==> src/rtl/pedestrian_request_conditioner.sv <==
// pedestrian_request_conditioner
// Conditions a bouncing, asynchronous pedestrian push-button into a clean
// request for a downstream light controller. The raw button is synchronised
// and debounced. Each accepted press raises WAIT_LAMP. The request is
// forwarded on BUTTON once the controller shows green. It then waits for one
// full green-off/green-on cycle before it accepts a new press.
//
// Build option: define MIN_GREEN_DWELL_EN to require MIN_GREEN_CYCLES of
// continuous green before a pending request is forwarded. Without it, any
// green forwards the request and MIN_GREEN_CYCLES has no effect.
module pedestrian_request_conditioner #(
    parameter int DEBOUNCE_CYCLES  = 4,
    parameter int MIN_GREEN_CYCLES = 8
) (
    input  logic clock,
    input  logic reset,
    input  logic RAW_BUTTON,
    input  logic GREEN_LIGHT,
    output logic BUTTON,
    output logic WAIT_LAMP
);

    localparam int CW = (DEBOUNCE_CYCLES > 1) ? $clog2(DEBOUNCE_CYCLES) : 1;
    localparam logic [CW-1:0] DB_LAST = CW'(DEBOUNCE_CYCLES - 1);

    typedef enum logic [1:0] {
        IDLE    = 2'd0,
        PENDING = 2'd1,
        REQUEST = 2'd2,
        SERVING = 2'd3
    } state_t;

    logic          sync1_q, sync1_d;
    logic          sync2_q, sync2_d;
    logic          level_q, level_d;
    logic          level_prev_q, level_prev_d;
    logic [CW-1:0] count_q, count_d;
    logic          press_q, press_d;
    logic          green_met_s;
    state_t        state_q, state_d;
    logic          button_q, button_d;
    logic          wait_lamp_q, wait_lamp_d;

    // Synchroniser, debounce counter and registered rising-edge press detect.
    always_comb begin
        sync1_d      = RAW_BUTTON;
        sync2_d      = sync1_q;
        level_d      = level_q;
        count_d      = count_q;
        level_prev_d = level_q;
        press_d      = level_q & ~level_prev_q;
        if (sync2_q != level_q) begin
            if (count_q == DB_LAST) begin
                level_d = ~level_q;
                count_d = '0;
            end else begin
                count_d = count_q + CW'(1);
            end
        end else begin
            count_d = '0;
        end
    end

    // Input conditioning registers.
    always_ff @(posedge clock or posedge reset) begin
        if (reset) begin
            sync1_q      <= 1'b0;
            sync2_q      <= 1'b0;
            level_q      <= 1'b0;
            level_prev_q <= 1'b0;
            count_q      <= '0;
            press_q      <= 1'b0;
        end else begin
            sync1_q      <= sync1_d;
            sync2_q      <= sync2_d;
            level_q      <= level_d;
            level_prev_q <= level_prev_d;
            count_q      <= count_d;
            press_q      <= press_d;
        end
    end

`ifdef MIN_GREEN_DWELL_EN
    localparam int GW = $clog2(MIN_GREEN_CYCLES + 1);
    localparam logic [GW-1:0] GREEN_MAX = GW'(MIN_GREEN_CYCLES);

    logic [GW-1:0] green_timer_q, green_timer_d;

    // Green dwell timer: saturating count of consecutive green cycles.
    always_comb begin
        green_timer_d = green_timer_q;
        if (GREEN_LIGHT) begin
            if (green_timer_q != GREEN_MAX) begin
                green_timer_d = green_timer_q + GW'(1);
            end else begin
                green_timer_d = green_timer_q;
            end
        end else begin
            green_timer_d = '0;
        end
        green_met_s = GREEN_LIGHT && (green_timer_q == GREEN_MAX);
    end

    // Green dwell timer register.
    always_ff @(posedge clock or posedge reset) begin
        if (reset) begin
            green_timer_q <= '0;
        end else begin
            green_timer_q <= green_timer_d;
        end
    end
`else
    // Without the dwell feature any green lets a pending request through.
    always_comb begin
        green_met_s = GREEN_LIGHT;
    end
`endif

    // Request FSM next state. Presses outside IDLE are dropped.
    always_comb begin
        state_d = state_q;
        case (state_q)
            IDLE: begin
                if (press_q) begin
                    state_d = PENDING;
                end else begin
                    state_d = IDLE;
                end
            end
            PENDING: begin
                if (green_met_s) begin
                    state_d = REQUEST;
                end else begin
                    state_d = PENDING;
                end
            end
            REQUEST: begin
                if (!GREEN_LIGHT) begin
                    state_d = SERVING;
                end else begin
                    state_d = REQUEST;
                end
            end
            SERVING: begin
                if (GREEN_LIGHT) begin
                    state_d = IDLE;
                end else begin
                    state_d = SERVING;
                end
            end
            default: begin
                state_d = IDLE;
            end
        endcase
        button_d    = (state_d == REQUEST);
        wait_lamp_d = (state_d == PENDING) || (state_d == REQUEST);
    end

    // FSM state and output registers. The outputs always track the
    // registered state.
    always_ff @(posedge clock or posedge reset) begin
        if (reset) begin
            state_q     <= IDLE;
            button_q    <= 1'b0;
            wait_lamp_q <= 1'b0;
        end else begin
            state_q     <= state_d;
            button_q    <= button_d;
            wait_lamp_q <= wait_lamp_d;
        end
    end

    assign BUTTON    = button_q;
    assign WAIT_LAMP = wait_lamp_q;

endmodule

==> config.mk <==
export PLATFORM = sky130hd
export DESIGN_NAME = pedestrian_request_conditioner
export DESIGN_NICKNAME = d
export VERILOG_FILES = /design/src/rtl/pedestrian_request_conditioner.sv
export SDC_FILE = /design/constraint.sdc
export NUM_CORES = 1
export LEC_CHECK = 0
export ABC_AREA = 1
export CAP_MARGIN = 20
export CORE_AREA = 4 4 41 43
export DETAILED_ROUTE_END_ITERATION = 7
export DIE_AREA = 0 0 45 47
export GPL_TIMING_DRIVEN = 0
export SLEW_MARGIN = 20
export SYNTH_ARGS = -nofsm -noshare
export SYNTH_HDL_FRONTEND = slang
export SYNTH_SLANG_ARGS = --single-unit
export TNS_END_PERCENT = 10
==> constraint.sdc <==
create_clock -name clock -period 1.34 [get_ports clock]
set_clock_uncertainty 0.05 [all_clocks]
set_input_delay 0.335 -clock clock [delete_from_list [all_inputs] [get_ports clock]]
set_output_delay 0.335 -clock clock [all_outputs]
set_load 0.005 [all_outputs]
==> results.ini <==
[floorplan]
die_h_microns=47
dieWidth_microns=45
core_area_sq_mm=0.00130
io_pins=6
die-area_sq_mm=0.00212
start_util_pct=31.9
rows=13

[cts]
cts_tree=built
h-tree-depth=1
clk_path_buf_depth=2
root_buffer=clkbuf_4
clock_latency_ns=0.27
cts.sinks=11
cts_setup_buffers=0
clk_pin_slew_worst_paths_ns=0.07
numCtsBuffers=3

[routing]
vias=271
drc=0
drt-total-wl_microns=567
post_drt_wl_per_cell_microns=8.72
drt-pass1-iter-count=2
drt_iter0_drc=1
postRouteAntennaNets=0
vias_per_cell=4.17

[grt]
grt_pass1_vias=268
antenna_found_initial=0
gr-total-overflow=0
grt_usage_pct=7.54
grt_max_degree=12
grt_first_pass_wirelength_mm=1.06

[timing]
finalSetupViolCount=0
max_slew_margin_pct=72.4
slew_violations=0
tightest_slew_ns=0.413
timing.fmax_mhz=795
hold_viol=0
fin_crit_ns=1.26
rsz0062_at_grt=false
hold-worst-slack_ns=0.297
setup_ws_ns=0.0827
fin_crit_sh_pct=93.8

[final_layout]
drive_gt1_share_pct=6.00
diodes=0
syn_to_final_growth_pct=22.3
nets=57
layout_common_cells=dfrtp_1, nand2_1, inv_1

[yosys]
yosysWarnings=0
postSynthAreaPerCell_sq_um=10.1
ys_types=9
ys_ff_latch=11
synth_fp_nets=47
synth_cells=41
synth_area_sq_um=415
ys_seq_area_share_pct=66.3

[pwr]
leakage_nw=0.273
ir_worst_vdd_mv=0.828
power_density_mw_per_mm2=1970

[worst_setup_path]
critPathTopFamily=flip-flops
path_buf_inv=1
critPathLaunchType=flip-flop
cp_max_fo=1
end_kind=output pin
reg2reg_from=state_q[0]
r2r_setup_slack_ns=0.22
critPathKind=reg2out
reg2reg_depth=4
slowest_delay_ns=0.35
cp_cell_sequence=dlygate4sd2_1
r2r_end=WAIT_LAMP
cp.required_ns=0.95
crit_arrival_ns=0.87
critPathSlowestCell=dfrtp_1

[placed_design]
io_buffers=5
pre_cts_slack_ns=-0.177
gp_congestion=0.708
dp_hpwl_microns=408

[min_path]
hp-class=in2async

[job]
cap_violations=0

[run_status]
status=finished, final reports clean

## state kept, by name (all words and copies together), names as in the netlist
name          count
BUTTON            1
sync1_q           1
state_q           2
level_prev_d      1
press_q           1
sync2_q           1
WAIT_LAMP         1
level_prev_q      1
count_q           2
## where the power goes
| part | switching [W] | internal [W] | total, W |
|---|---|---|---|
| logic | 0.000135 | 0.000120 | 0.000255 |
| clock network | 0.000112 | 0.000115 | 0.000227 |
| registers | 0.0000647 | 0.000456 | 0.000520 |
## repair_timing
item                       in CTS  in global routing
hold buffers                    0                  0
resized for setup               2                  0
setup endpoints to repair       2                  0
## through the flow
step                util (%)  cell area, sq um  instances  setup TNS, ns  power, W
global route            39.0               508         65              0   0.00112
floorplan                  -               415         41              0  0.000697
finish                  39.0               508         65              0   0.00100
detailed placement      37.2               484         61         -0.226  0.000813
global placement        37.2               484         61         -0.220  0.000799
CTS                     39.0               508         65              0   0.00103
## Yosys cell counts, drive strengths merged
cell	number	share of area, %
nor2	4	3.6
o21bai	1	1.8
nand3	1	1.2
ha	2	6.0
dfrtp	11	66
o21ai	2	2.4
nand2	11	9.9
or2	1	1.5
inv	8	7.2
## routing by layer
metal  up-vias  share of wire [%]  GRT usage, %
met3         3                8.5          3.45
met1       120                 44          8.79
met4         0                4.4          7.02
li1        140                  -             -
met5         -                  0             0
met2         8                 43          10.2
## worst max path at each step
stage | startpoint | endpoint | cells after the start
global placement | GREEN_LIGHT | WAIT_LAMP | 6
floorplan | state_q[0] | WAIT_LAMP | 4
CTS | WAIT_LAMP | WAIT_LAMP | 1
detailed placement | GREEN_LIGHT | WAIT_LAMP | 6
global route | GREEN_LIGHT | WAIT_LAMP | 6
finish | WAIT_LAMP | WAIT_LAMP | 1
## final cells by class
type / count / area, sq um
clock buffer: 4 / 26.3
fill: 138 / 793
inverter: 8 / 30.0
multi-input combinational: 22 / 110
sequential: 11 / 275
tap: 15 / 18.8
timing repair buffer: 5 / 47.5
## kinds of logic (layout without fill, tap and decap cells)
kind of cell / Yosys count / after routing / share of synthesized area (%)
AO/OA/AOI/OAI: 3 / 3 / 4.22
flip-flops: 11 / 11 / 66.3
buffers and inverters: 8 / 17 / 7.23
AND/OR/NAND/NOR: 17 / 17 / 16.3
adder cells (fa/ha/maj): 2 / 2 / 6.02
Power figures use the tool's default switching activity.
==> variant (same settings) <==
The parameter `DEBOUNCE_CYCLES` goes from 4 to 2.
--- a/src/rtl/pedestrian_request_conditioner.sv
+++ b/src/rtl/pedestrian_request_conditioner.sv
@@ -11,3 +11,3 @@
 module pedestrian_request_conditioner #(
-    parameter int DEBOUNCE_CYCLES  = 4,
+    parameter int DEBOUNCE_CYCLES  = 2,
     parameter int MIN_GREEN_CYCLES = 8
Behaviour: not the same (Yosys sat finds a counterexample within 10 cycles, from zero or initial values and one cycle with reset high).
==> variant against the original RTL <==
  * Routed wire length down 18%
  * Global-route usage down 0.47 points
  * Highest routed layer unchanged
  * Cell area is 11% lower
  * Power is 11% lower
  * Non-clock buffer count unchanged
  * Setup slack improved by 0.0056 ns
  * Synthesized area decreased by 12%
  * Sequential cell count fell by 1
==> variant: results (changes against the original RTL) <==
- The minimum clock period is 1.252 ns (-0.005568 ns).
- The endpoint arrival time on the critical path is 0.87 ns (about the same).
- The startpoint of the lowest-slack register-to-register path is state_q[0]$_DFF_PP0_.
- The filler-free cell count of the finished design is 59 (-9.2%).
- The number of sequential cells in the layout is 10 (-1).
- The area of all sequential standard cells came to 250.2 sq um (-9.1%).
- The tightest hold margin is 0.2871 ns (-0.01008 ns).
- The net total in the final layout is 51 (-11%).
- The clock network area share was 0.04972 (-0.002000).
- For this design, the slowest cell found on the critical path is dfrtp_1.
- The startpoint of the worst setup timing path is BUTTON$_DFF_PP0_.
- The placement-stage worst setup slack was -0.1803 ns (-0.003539 ns).
- By count the netlist is led by dfrtp_1 (10), nand2_1 (10), inv_1 (7).
- The final-layout fill cell count came to 136 (-1.4%).
- The count of inverters other than clock inverters in the layout is 7 (-1).
- The area share of buffers outside the clock network came to 0.1050 (+0.01138).
- The capturing instance or port of the critical path is BUTTON.
- The global-route wire length before repair was 931 microns (-12%).
- The root buffer cell is clkbuf_4.
- The part of the Yosys area used for sequential elements is 0.6873 (+0.02463).
- The post-synthesis cell type count is 8 (-1).
- The maximum number of pins on one net before global-route repair is 11 (-1).
- The ratio of cells with drive above 1 in the final layout was 0.06818 (+0.008182).
- The adder-cell share of the synthesized area is 0.03436 (-0.02588).
- The via count of the first global-routing pass is 224 (-16%).
- The capture point of the worst reg-to-reg path is WAIT_LAMP$_DFF_PP0_.
- The area taken by multi-input logic gates is 87.58 sq um (-20%).
- The net count after synthesis came to 41 (-13%).
- The buffer count from post-CTS setup fixing was 0 (unchanged).
- The final wirelength is 467 microns (-18%).
- The number of iterations in the first detailed-routing pass is 1 (-1).
- After synthesis, the cell types taking the most area are dfrtp_1 (69%), nand2_1 (10%), inv_1 (7.2%), nor2_1 (4.1%), ha_1 (3.4%).
- The number of placed instances, taps included is 56 (-8.2%).
- The average instance area after synthesis is 10.11 sq um (-0.18%).
- The total track usage is 0.07068 (-0.004698).
- The global placement routability congestion came to 0.7065 (-0.16%).
- The leakage power figure is 0.2402 nW (-12%).
- The fraction of the mapped netlist area in compound gates is 0.04811 (+0.005941).
- The flow ran to the end, and the final reports show no timing, DRC or antenna violations.
- The fraction of registers with async set/reset was 1.000 (unchanged).
- The multi-input combinational cell count came to 19 (-14%).
- The number of violations reported at the end of detailed-routing iteration 0 is 0 (-1).
- The slew of the pin with the lowest slew margin is 0.3576 ns (-0.05545 ns).
- The total via count after detailed routing is 233 (-14%).
- The largest vdd supply drop is 0.8643 mV (+4.4%).
variant: worst register-to-register path: cells and delay by family (launching register included):
kind	cells	cell delay (ns)
adder cells (fa/ha/maj)	1	0.27
AND/OR/NAND/NOR	1	0.08
flip-flops	1	0.41
AO/OA/AOI/OAI	1	0.18
buffers and inverters	1	0.03
variant: power breakdown:
| part | switching [mW] | internal, mW | leakage [nW] |
|---|---|---|---|
| Combinational | 0.113 | 0.101 | 0.106 |
| Clock | 0.0881 | 0.103 | 0.0138 |
| Sequential | 0.0677 | 0.420 | 0.121 |
variant: per-layer routing:
metal	part of all wire	global-route usage
met1	0.42	0.07399
met2	0.46	0.08475
met3	0.10	0.05747
met4	0.017	0.07018
met5	0	0
variant: per-stage QoR:
step / area (sq um) / total power [mW] / TNS [ns]
after floorplan: 364.1 / 0.6329 / 0
after global placement: 432.9 / 0.7325 / -0.2230
after detailed placement: 432.9 / 0.7362 / -0.2418
after CTS: 452.9 / 0.9134 / 0
after global routing: 452.9 / 1.004 / 0
final: 452.9 / 0.8926 / 0
